==> src/rtl/multicycle_ctrl.sv <==
// Purpose: control FSM for a multicycle RV32 subset core (fetch/decode/exec/mem/wb).
// Latency: branch 3, ALU/LUI/store 4, load 5 cycles with zero memory wait.
// Backpressure: mem_ready low stalls FETCH and MEM; mem_req stays high until accepted.
module multicycle_ctrl (
    input  logic        clk,
    input  logic        rst,
    input  logic [31:0] inst,
    input  logic        mem_ready,
    input  logic        branch_taken,
    output logic [2:0]  state,
    output logic        mem_req,
    output logic        mem_we,
    output logic        mem_is_fetch,
    output logic        ir_we,
    output logic        pc_we,
    output logic        pc_sel,
    output logic        alu_src_imm,
    output logic [2:0]  imm_type,
    output logic        reg_we,
    output logic [1:0]  wb_sel,
    output logic        illegal,
    output logic        instret,
    output logic [31:0] retired_count
);

    typedef enum logic [2:0] {
        S_FETCH  = 3'd0,
        S_DECODE = 3'd1,
        S_EXEC   = 3'd2,
        S_MEM    = 3'd3,
        S_WB     = 3'd4,
        S_HALT   = 3'd5
    } state_t;

    typedef enum logic [2:0] {
        C_ILLEGAL = 3'd0,
        C_OPIMM   = 3'd1,
        C_LOAD    = 3'd2,
        C_STORE   = 3'd3,
        C_BRANCH  = 3'd4,
        C_LUI     = 3'd5,
        C_RTYPE   = 3'd6
    } cls_t;

    localparam logic [2:0] IMM_I    = 3'd0;
    localparam logic [2:0] IMM_S    = 3'd1;
    localparam logic [2:0] IMM_B    = 3'd2;
    localparam logic [2:0] IMM_U    = 3'd3;
    localparam logic [2:0] IMM_NONE = 3'd4;

    localparam logic [1:0] WB_ALU = 2'd0;
    localparam logic [1:0] WB_MEM = 2'd1;
    localparam logic [1:0] WB_IMM = 2'd2;

    state_t cur, nxt;
    cls_t   cls, dec_cls;

    // Only the opcode field matters to control; the rest feeds the datapath.
    logic unused_inst_bits;
    assign unused_inst_bits = ^inst[31:7];

    assign state = cur;

    // Combinational opcode classification, captured into cls while in DECODE.
    always_comb begin
        dec_cls = C_ILLEGAL;
        case (inst[6:0])
            7'b0010011: dec_cls = C_OPIMM;
            7'b0000011: dec_cls = C_LOAD;
            7'b0100011: dec_cls = C_STORE;
            7'b1100011: dec_cls = C_BRANCH;
            7'b0110111: dec_cls = C_LUI;
            7'b0110011: dec_cls = C_RTYPE;
            default:    dec_cls = C_ILLEGAL;
        endcase
    end

    // State, latched class, sticky illegal flag and retire counter.
    always_ff @(posedge clk) begin
        if (rst) begin
            cur           <= S_FETCH;
            cls           <= C_ILLEGAL;
            illegal       <= 1'b0;
            retired_count <= 32'd0;
        end else begin
            cur <= nxt;
            if (cur == S_DECODE) begin
                cls <= dec_cls;
                if (dec_cls == C_ILLEGAL) begin
                    illegal <= 1'b1;
                end
            end
            if (instret) begin
                retired_count <= retired_count + 32'd1;
            end
        end
    end

    // Next-state and control outputs; later stages look only at the latched class.
    always_comb begin
        nxt          = cur;
        mem_req      = 1'b0;
        mem_we       = 1'b0;
        mem_is_fetch = 1'b0;
        ir_we        = 1'b0;
        pc_we        = 1'b0;
        pc_sel       = 1'b0;
        alu_src_imm  = 1'b0;
        imm_type     = IMM_NONE;
        reg_we       = 1'b0;
        wb_sel       = WB_ALU;
        instret      = 1'b0;

        if (cur == S_EXEC || cur == S_MEM || cur == S_WB) begin
            case (cls)
                C_OPIMM, C_LOAD: begin imm_type = IMM_I; alu_src_imm = 1'b1; end
                C_STORE:         begin imm_type = IMM_S; alu_src_imm = 1'b1; end
                C_BRANCH:        imm_type = IMM_B;
                C_LUI:           imm_type = IMM_U;
                default:         imm_type = IMM_NONE;
            endcase
        end

        case (cur)
            S_FETCH: begin
                mem_req      = 1'b1;
                mem_is_fetch = 1'b1;
                if (mem_ready) begin
                    ir_we = 1'b1;
                    nxt   = S_DECODE;
                end
            end
            S_DECODE: begin
                nxt = (dec_cls == C_ILLEGAL) ? S_HALT : S_EXEC;
            end
            S_EXEC: begin
                case (cls)
                    C_BRANCH: begin
                        pc_we   = 1'b1;
                        pc_sel  = branch_taken;
                        instret = 1'b1;
                        nxt     = S_FETCH;
                    end
                    C_LOAD, C_STORE:         nxt = S_MEM;
                    C_OPIMM, C_RTYPE, C_LUI: nxt = S_WB;
                    default:                 nxt = S_HALT;
                endcase
            end
            S_MEM: begin
                mem_req = 1'b1;
                mem_we  = (cls == C_STORE);
                if (mem_ready) begin
                    if (cls == C_STORE) begin
                        pc_we   = 1'b1;
                        instret = 1'b1;
                        nxt     = S_FETCH;
                    end else begin
                        nxt = S_WB;
                    end
                end
            end
            S_WB: begin
                reg_we  = 1'b1;
                pc_we   = 1'b1;
                instret = 1'b1;
                nxt     = S_FETCH;
                if (cls == C_LOAD) begin
                    wb_sel = WB_MEM;
                end else if (cls == C_LUI) begin
                    wb_sel = WB_IMM;
                end
            end
            S_HALT:  nxt = S_HALT;
            default: nxt = S_FETCH;
        endcase

        // Reset silences every strobe in the same cycle, even mid-handshake.
        if (rst) begin
            mem_req = 1'b0;
            mem_we  = 1'b0;
            ir_we   = 1'b0;
            pc_we   = 1'b0;
            reg_we  = 1'b0;
            instret = 1'b0;
            nxt     = S_FETCH;
        end
    end

endmodule

==> config.mk <==
export PLATFORM = sky130hd
export DESIGN_NAME = multicycle_ctrl
export DESIGN_NICKNAME = d
export VERILOG_FILES = /design/src/rtl/multicycle_ctrl.sv
export SDC_FILE = /design/constraint.sdc
export NUM_CORES = 1
export LEC_CHECK = 0
export CORE_ASPECT_RATIO = 2
export CORE_MARGIN = 4
export CORE_UTILIZATION = 47
export CTS_CLUSTER_SIZE = 10
export DETAILED_ROUTE_END_ITERATION = 10
export GPL_TIMING_DRIVEN = 0
export PLACE_DENSITY = 0.85
export SLEW_MARGIN = 20
export SYNTH_ARGS = -nofsm -noshare
export SYNTH_HDL_FRONTEND = slang
export SYNTH_SLANG_ARGS = --single-unit
export TNS_END_PERCENT = 50
==> constraint.sdc <==
create_clock -name clk -period 5.68 [get_ports clk]
set_input_delay 0.852 -clock clk [delete_from_list [all_inputs] [get_ports clk]]
set_output_delay 0.852 -clock clk [all_outputs]
set_load 0.05 [all_outputs]
* After elaboration in Yosys (flattened, before gate mapping) *
Index checks and enable logic that the tools add are counted.

operators by class
  add/subtract/negate cells = 1
  equal/unequal tests = 19
  multiplexer cells = 31
  reduce and logical (&&, ||, !) cells = 11

operator list
  operator                                             count
  adder 32 x 1 -> 32 bit, second input constant        1
  equality test 7 x 6 -> 1 bit, second input constant  3
  2-to-1 mux 1 bit                                     18
  one-hot mux 3 bit (6 select lines)                   1
  equality test 3 bit, second input constant           5
  2-to-1 mux 3 bit                                     5
  one-hot mux 3 bit (5 select lines)                   1
  equality test 3 x 2 -> 1 bit, second input constant  4
  one-hot mux 3 bit (4 select lines)                   1
  one-hot mux 3 bit (3 select lines)                   1
  equality test 7 x 2 -> 1 bit, second input constant  1
  equality test 7 x 5 -> 1 bit, second input constant  1
  equality test 7 bit, second input constant           1
  equality test 3 x 1 -> 1 bit, second input constant  2
  logical NOT 3 bit                                    2
  2-to-1 mux 2 bit                                     3
  OR reduction 2 bit                                   3
  OR reduction 3 bit                                   2
  inequality test 2 bit, second input constant         2
  AND reduction 2 bit                                  2
  one-hot mux 1 bit (3 select lines)                   1
  logical OR 1 bit                                     2

word-level totals
  register bits after elaboration = 39
  input port bits = 36
  output and inout bits = 50

* Longest topological paths before layout *
Gate-level depths: netlist (run 1).

  depth in word-level cells = 5
  gate-level depth with buffers = 7

* Worst setup path before layout (run 1) *
Ideal clock, no wire load.

  kind = input to output
  from = in rst
  to = out mem_req
  arrival time = 2778 ps
  setup slack = 2050 ps
  stages on the path = 3
  path buffers = 2
  path through = clkbuf_1 buf_1 nor4_1

on the way
  word-level cells in the longest chain between the ends = 1

ends and longest elaborated chain
  element           line  source
  start, declared   6     input logic rst,
  2-to-1 mux 1 bit  178   if (rst) begin
  end, declared     11    output logic mem_req,

No other way between the ends.

* Final worst setup path (run 1) *
  from = in rst
  to = out pc_we

on the way
  word-level cells in the longest chain between the ends = 1

ends and longest elaborated chain
  element           line  source
  2-to-1 mux 1 bit  178
  end, declared     15    output logic pc_we,

No other way between the ends.

==> metrics.yaml, run 1 <==
relSlewSlack: 0.442
r2r_start: "state[1]"
fin_skew_ns: 0.00703
outcome: "complete, no violations"
clkPwrFrac: 0.332
track_usage: 0.219
fmaxAchievable_mhz: 256
drv_slew: 0
rsz0062_at_grt: "no"
synth-edff-count: 0
grt_pass1_wl_mm: 10.5
crit_end: "pc_we"
p_sw_frac: 0.294
peakVddDrop_uv: 197
cts_tree: "done"
synthFlopType: "dfxtp_1"
grt_pass1_vias: 2297
seqPwrFrac: 0.467
worst-path-buf-inv: 5
cp_slowest_stage_delay_ns: 0.69
clkSlewWorstSetupHoldPaths_ns: 0.07
crit_slowest_cell: "clkdlybuf4s50_1"
antennaDiodeCount: 0
ioPinCount: 86
hp-class: "flop to flop"
netlist-cell-type-count: 54
synth_async_sr_flop_share: 0
fin_nets: 378
yosysWarningCount: 0
reg2reg_depth: 5
period_needed_ns: 3.90
tightest_slew_ns: 0.837
setup_viol: 0
yosysMostFrequentCell: "dfxtp_1"
clk_latency_ns: 0.29
whs_ns: 0.502
syn-cell-area_um2: 2220
cts_buffers: 5
crit_top_cell: "buf_1"
cts_setup_buffers: 0
reg2reg_slack_ns: 3.52
max-cap-violations: 0
final_area_um2: 2980
synth_nets: 312
synth_area_leaders: "dfxtp_1, nor2_1, a21oi_1, xnor2_1, a2111oi_1"
cp.arrival_ns: 3.05
htreeDepth: 2
fp.dieArea_um2: 5960
vias: 2338
fp.dieW_um: 56.6
ant_nets: 0
synth_area_per_cell_um2: 8.08
r2r_end: "retired_count[31]"
cp.required_ns: 4.83
worstSetupStartpointType: "input pin"
leakage_uw: 0.000983
fin_crit_sh: 0.687
wl_per_cell_um: 15.9
drt_iter0_markers: 116
cp-startpoint: "rst"
tns_ns: 0
cts-resized-gates: 0
intPower_uw: 431
coreArea_um2: 4600
clock-sinks: 39
combPwrFrac: 0.200
synthCells: 275
clockRootBuffer: "clkbuf_8"
io_buffers: 59
initial_utilization: 0.483
grt_max_degree: 12
endpoint_kind: "output port"
fp-row-count: 35
yosysSeqAreaShare: 0.352
power.switching_uw: 179
synth_seq_cells: 39
totalWireLength_mm: 6.32
synth_top_cell_area_share: 0.352
gp_congestion: 0.874
critPathMaxFanout: 10
cts_buffer_depth: 2
yosys-top-cells-count: "dfxtp_1, nor2_1, a21oi_1"
crit_type: "input pin to output port"
fp.dieH_um: 105
cts_hold_buf: 0
crit_chain: "clkbuf_1 -> buf_1 -> buf_1 -> nor2_1 -> buf_4 -> clkdlybuf4s50_1"
first_pass_iters: 4
area_growth_pct: 34.2
place_area_um2: 2880
cp_num_cells: 6
globalRoute.totalOverflow: 0
drcViolationCount: 0
pwr_density_cell_nw_per_um2: 205
vias_per_cell: 5.89
crit_family: "buffers and inverters"
drive_gt1_frac: 0.0643
dp_hpwl_mm: 4.73
synth_largest_area_cell: "dfxtp_1"
antenna_found_initial: 0
hold_viol: 0
layout by cell type (no fill, tap or decap), drive strengths merged, types with 2 or more instances in the layout:
master / instances
clkdlybuf4s50: 59
dfxtp: 39
nor2: 39
a21oi: 24
o21ai: 19
clkbuf: 14
nand2: 13
or3: 12
xnor2: 11
buf: 11
nand3: 10
nand4: 10
a2111oi: 10
and3: 8
nor2b: 5
xor2: 5
inv: 4
and4: 4
nand2b: 3
nor3: 3
nor4: 3
o211ai: 3
mux2i: 3
o31ai: 3
or4: 3
or2: 3
nor3b: 2
nand3b: 2
a32o: 2
o2111ai: 2
or3b: 2
sequential cells by signal, indices dropped and copies added, names as in the netlist:
| name | count |
|---|---|
| retired_count | 32 |
| state | 3 |
| illegal | 1 |
| cls | 3 |
how the worst min path moves through the flow:
stage | depth (start not counted) | slack, ns | from | end
after CTS | 2 | 0.51 | retired_count[6] | retired_count[6]
after detailed placement | 2 | 0.50 | retired_count[6] | retired_count[6]
after floorplan | 2 | 0.52 | cls[1] | cls[1]
after global placement | 2 | 0.46 | illegal | illegal
after global routing | 2 | 0.54 | retired_count[27] | retired_count[27]
final | 2 | 0.50 | illegal | illegal
kinds of logic (layout without fill, tap and decap cells):
family | count (synthesis) | after routing | share of synthesized area
mux | 4 | 4 | 0.0186
compound gates | 68 | 68 | 0.199
xor+xnor | 16 | 16 | 0.0631
simple gates | 126 | 126 | 0.317
flops | 39 | 39 | 0.352
buf+inv | 21 | 88 | 0.0456
fa+ha+maj | 1 | 1 | 0.00563
power by group through the flow:
| stage | Sequential, µW | Clock, µW | Combinational [µW] |
|---|---|---|---|
| final | 285 | 203 | 122 |
| after global routing | 286 | 220 | 130 |
| after CTS | 285 | 207 | 122 |
| after detailed placement | 291 | 0 | 122 |
| after global placement | 291 | 0 | 120 |
| after floorplan | 307 | 0 | 63.7 |
cell type report:
class | instances | area, µm²
fill | 410 | 1620
multi-input combinational | 215 | 1340
tap | 55 | 68.8
timing repair buffer | 59 | 591
buffer | 17 | 86.3
clock buffer | 8 | 100
sequential | 39 | 781
inverter | 4 | 15.0
per-stage QoR:
| stage | power, µW | instances | util | setup slack [ns] |
|---|---|---|---|---|
| after floorplan | 371 | 275 | - | 2.05 |
| final | 610 | 397 | 0.648 | 1.78 |
| after CTS | 615 | 397 | 0.648 | 1.77 |
| after global routing | 636 | 397 | 0.648 | 1.64 |
| after detailed placement | 413 | 389 | 0.626 | 1.77 |
| after global placement | 412 | 389 | 0.626 | 1.82 |
worst min-delay path: cells and delay by family, from the launching register on:
family / cells / cell delay, ns
AND/OR/NAND/NOR: 1 / 0.09
flip-flops: 1 / 0.33
AO/OA/AOI/OAI: 1 / 0.05
per-layer routing:
layer,share of wire,up-vias,global-route usage
li1,-,1141,-
met1,0.38,1102,0.234
met2,0.55,80,0.400
met3,0.040,15,0.0343
met4,0.026,0,0.107
met5,0,-,0
(Power assumes the default switching activity.)
==> inputs of run 2 (changes only) <==
--- a/config.mk
+++ b/config.mk
@@ -7,11 +7,11 @@
 export LEC_CHECK = 0
 export CORE_ASPECT_RATIO = 2
 export CORE_MARGIN = 4
-export CORE_UTILIZATION = 47
+export CORE_UTILIZATION = 44
 export CTS_CLUSTER_SIZE = 10
 export DETAILED_ROUTE_END_ITERATION = 10
 export GPL_TIMING_DRIVEN = 0
-export PLACE_DENSITY = 0.85
+export PLACE_DENSITY = 0.8
 export SLEW_MARGIN = 20
 export SYNTH_ARGS = -nofsm -noshare
 export SYNTH_HDL_FRONTEND = slang
==> constraint.sdc (replaced) <==
create_clock -name clk -period 3.65 [get_ports clk]
set_input_delay 0.5475 -clock clk [delete_from_list [all_inputs] [get_ports clk]]
set_output_delay 0.5475 -clock clk [all_outputs]
set_load 0.05 [all_outputs]
==> metrics.yaml, run 2 (same netlist as run 1, synthesis figures left out) <==
outcome: "complete, no violations"  # unchanged
fill_cells: 459  # was 410
cts_setup_buffers: 0  # unchanged
clock-sinks: 39  # unchanged
r2r_start: "state[1]"  # unchanged
pwr_density_cell_nw_per_um2: 310  # was 205 nW/µm²
vias: 2296  # was 2338
antenna_found_initial: 0  # unchanged
hold_start: "retired_count[6]"  # was illegal
crit_chain: "clkbuf_1 -> buf_1 -> buf_1 -> nor2_1 -> buf_4 -> clkdlybuf4s50_1"  # unchanged
grt_pass1_wl_mm: 10.5  # about the same
endpoint_kind: "output port"  # unchanged
htreeDepth: 2  # unchanged
top_register: "retired_count"  # unchanged
drive_gt1_frac: 0.0643  # unchanged
clkSlewWorstSetupHoldPaths_ns: 0.08  # was 0.07 ns
vias_per_cell: 5.75  # was 5.89
crit_top_cell: "buf_1"  # unchanged
globalRoute.totalOverflow: 0  # unchanged
ioPinCount: 86  # unchanged
area_growth_pct: 33.6  # was 34.2%
setup_viol: 0  # unchanged
drt_iter0_markers: 117  # was 116
cts_hold_buf: 0  # unchanged
layout_commonest_cell: "clkdlybuf4s50_1"  # unchanged
crit_type: "input pin to output port"  # unchanged
crit_family: "buffers and inverters"  # unchanged
fmaxAchievable_mhz: 301
period_needed_ns: 3.32
peakVddDrop_uv: 302  # was 197 µV
clk_latency_ns: 0.29  # about the same
grt_pass1_vias: 2323  # was 2297
fin_skew_ns: 0.00757  # was 0.00703 ns
max-cap-violations: 0  # unchanged
io_buffers: 59  # unchanged
dp_hpwl_mm: 4.76  # was 4.73 mm
cp_slowest_stage_delay_ns: 0.69  # about the same
fin_crit_sh: 0.909
relSlewSlack: 0.468  # was 0.442
totalWireLength_mm: 6.26  # was 6.32 mm
first_pass_iters: 4  # unchanged
hold_viol: 0  # unchanged
largest_register_ffs: 32  # unchanged
clockRootBuffer: "clkbuf_8"  # unchanged
wl_per_cell_um: 15.7  # was 15.9 µm
cts_buffers: 5  # unchanged
fp.dieH_um: 108  # was 105 µm
ant_nets: 0  # unchanged
cp.required_ns: 3.10  # was 4.83 ns
coreArea_um2: 4860  # was 4600 µm²
fp.dieArea_um2: 6320  # was 5960 µm²
rsz0062_at_grt: "no"  # unchanged
worstSetupStartpointType: "input pin"  # unchanged
crit_slowest_cell: "clkdlybuf4s50_1"  # unchanged
tightest_slew_ns: 0.798  # was 0.837 ns
final_cell_mix: "clkdlybuf4s50_1, dfxtp_1, nor2_1, a21oi_1, o21ai_0"  # unchanged
critPathMaxFanout: 10  # unchanged
cp.arrival_ns: 2.77  # was 3.05 ns
worst-path-buf-inv: 5  # unchanged
fp.dieW_um: 58.2  # was 56.6 µm
fp-row-count: 36  # was 35
gp_congestion: 0.914  # was 0.874
grt_max_degree: 13  # was 12
fin_nets: 378  # unchanged
cts_buffer_depth: 2  # unchanged
drcViolationCount: 0  # unchanged
track_usage: 0.212  # was 0.219
cp-startpoint: "rst"  # unchanged
initial_utilization: 0.457  # was 0.483
fin_util: 0.610  # was 0.648
drv_slew: 0  # unchanged
cts-resized-gates: 0  # unchanged
hp-class: "flop to flop"  # unchanged
tns_ns: 0  # unchanged
leakage_uw: 0.000973  # was 0.000983 µW
cts_tree: "done"  # unchanged
antennaDiodeCount: 0  # unchanged
## run 2: report_power, final
group	switching (µW)	total (µW)	internal (µW)
clock	154	287	134
sequential	10.2	444	433
combinational	125	189	64.2
## run 2: worst reg2reg max path, delay by kind of cell, from the launching register on
family,cells,cell delay [ns]
flip-flops,1,0.37
multiplexers,1,0.36
AND/OR/NAND/NOR,4,1.35
## run 2: final cells by class
| class | count | area, µm² | share of cell area |
|---|---|---|---|
| multi-input combinational | 215 | 1340 | 0.451 |
| sequential | 39 | 781 | 0.263 |
| timing repair buffer | 59 | 591 | 0.199 |
| buffer | 17 | 86.3 | 0.0291 |
| clock buffer | 6 | 72.6 | 0.0245 |
| tap | 57 | 71.3 | 0.0240 |
| inverter | 4 | 15.0 | 0.00506 |
| clock inverter | 2 | 12.5 | 0.00422 |
## run 2: worst paths after layout
kind	endpoint	slack (ns)	depth (start not counted)
setup / recovery	pc_we	0.33	6
hold / removal	retired_count[6]	0.50	2
setup reg to reg	retired_count[31]	1.48	5
hold reg to reg	retired_count[6]	0.50	2
## run 2: layer usage
layer  global-route usage  vias to the layer above  part of all wire
met5                    0                        -                 0
met4                0.111                        0             0.036
met3               0.0299                       18             0.047
met2                0.396                       82              0.54
met1                0.218                     1057              0.37
li1                     -                     1139                 -
## run 2: metrics by stage
stage | worst slack [ns] | hold WS [ns] | total power, µW | std cells | instance area (µm²)
after floorplan | 0.548 | 0.519 | 577 | 275 | 2220
after global placement | 0.305 | 0.473 | 640 | 391 | 2880
after detailed placement | 0.308 | 0.495 | 643 | 391 | 2880
after CTS | 0.308 | 0.505 | 926 | 399 | 2970
after global routing | 0.196 | 0.535 | 955 | 399 | 2970
final | 0.333 | 0.499 | 920 | 399 | 2970
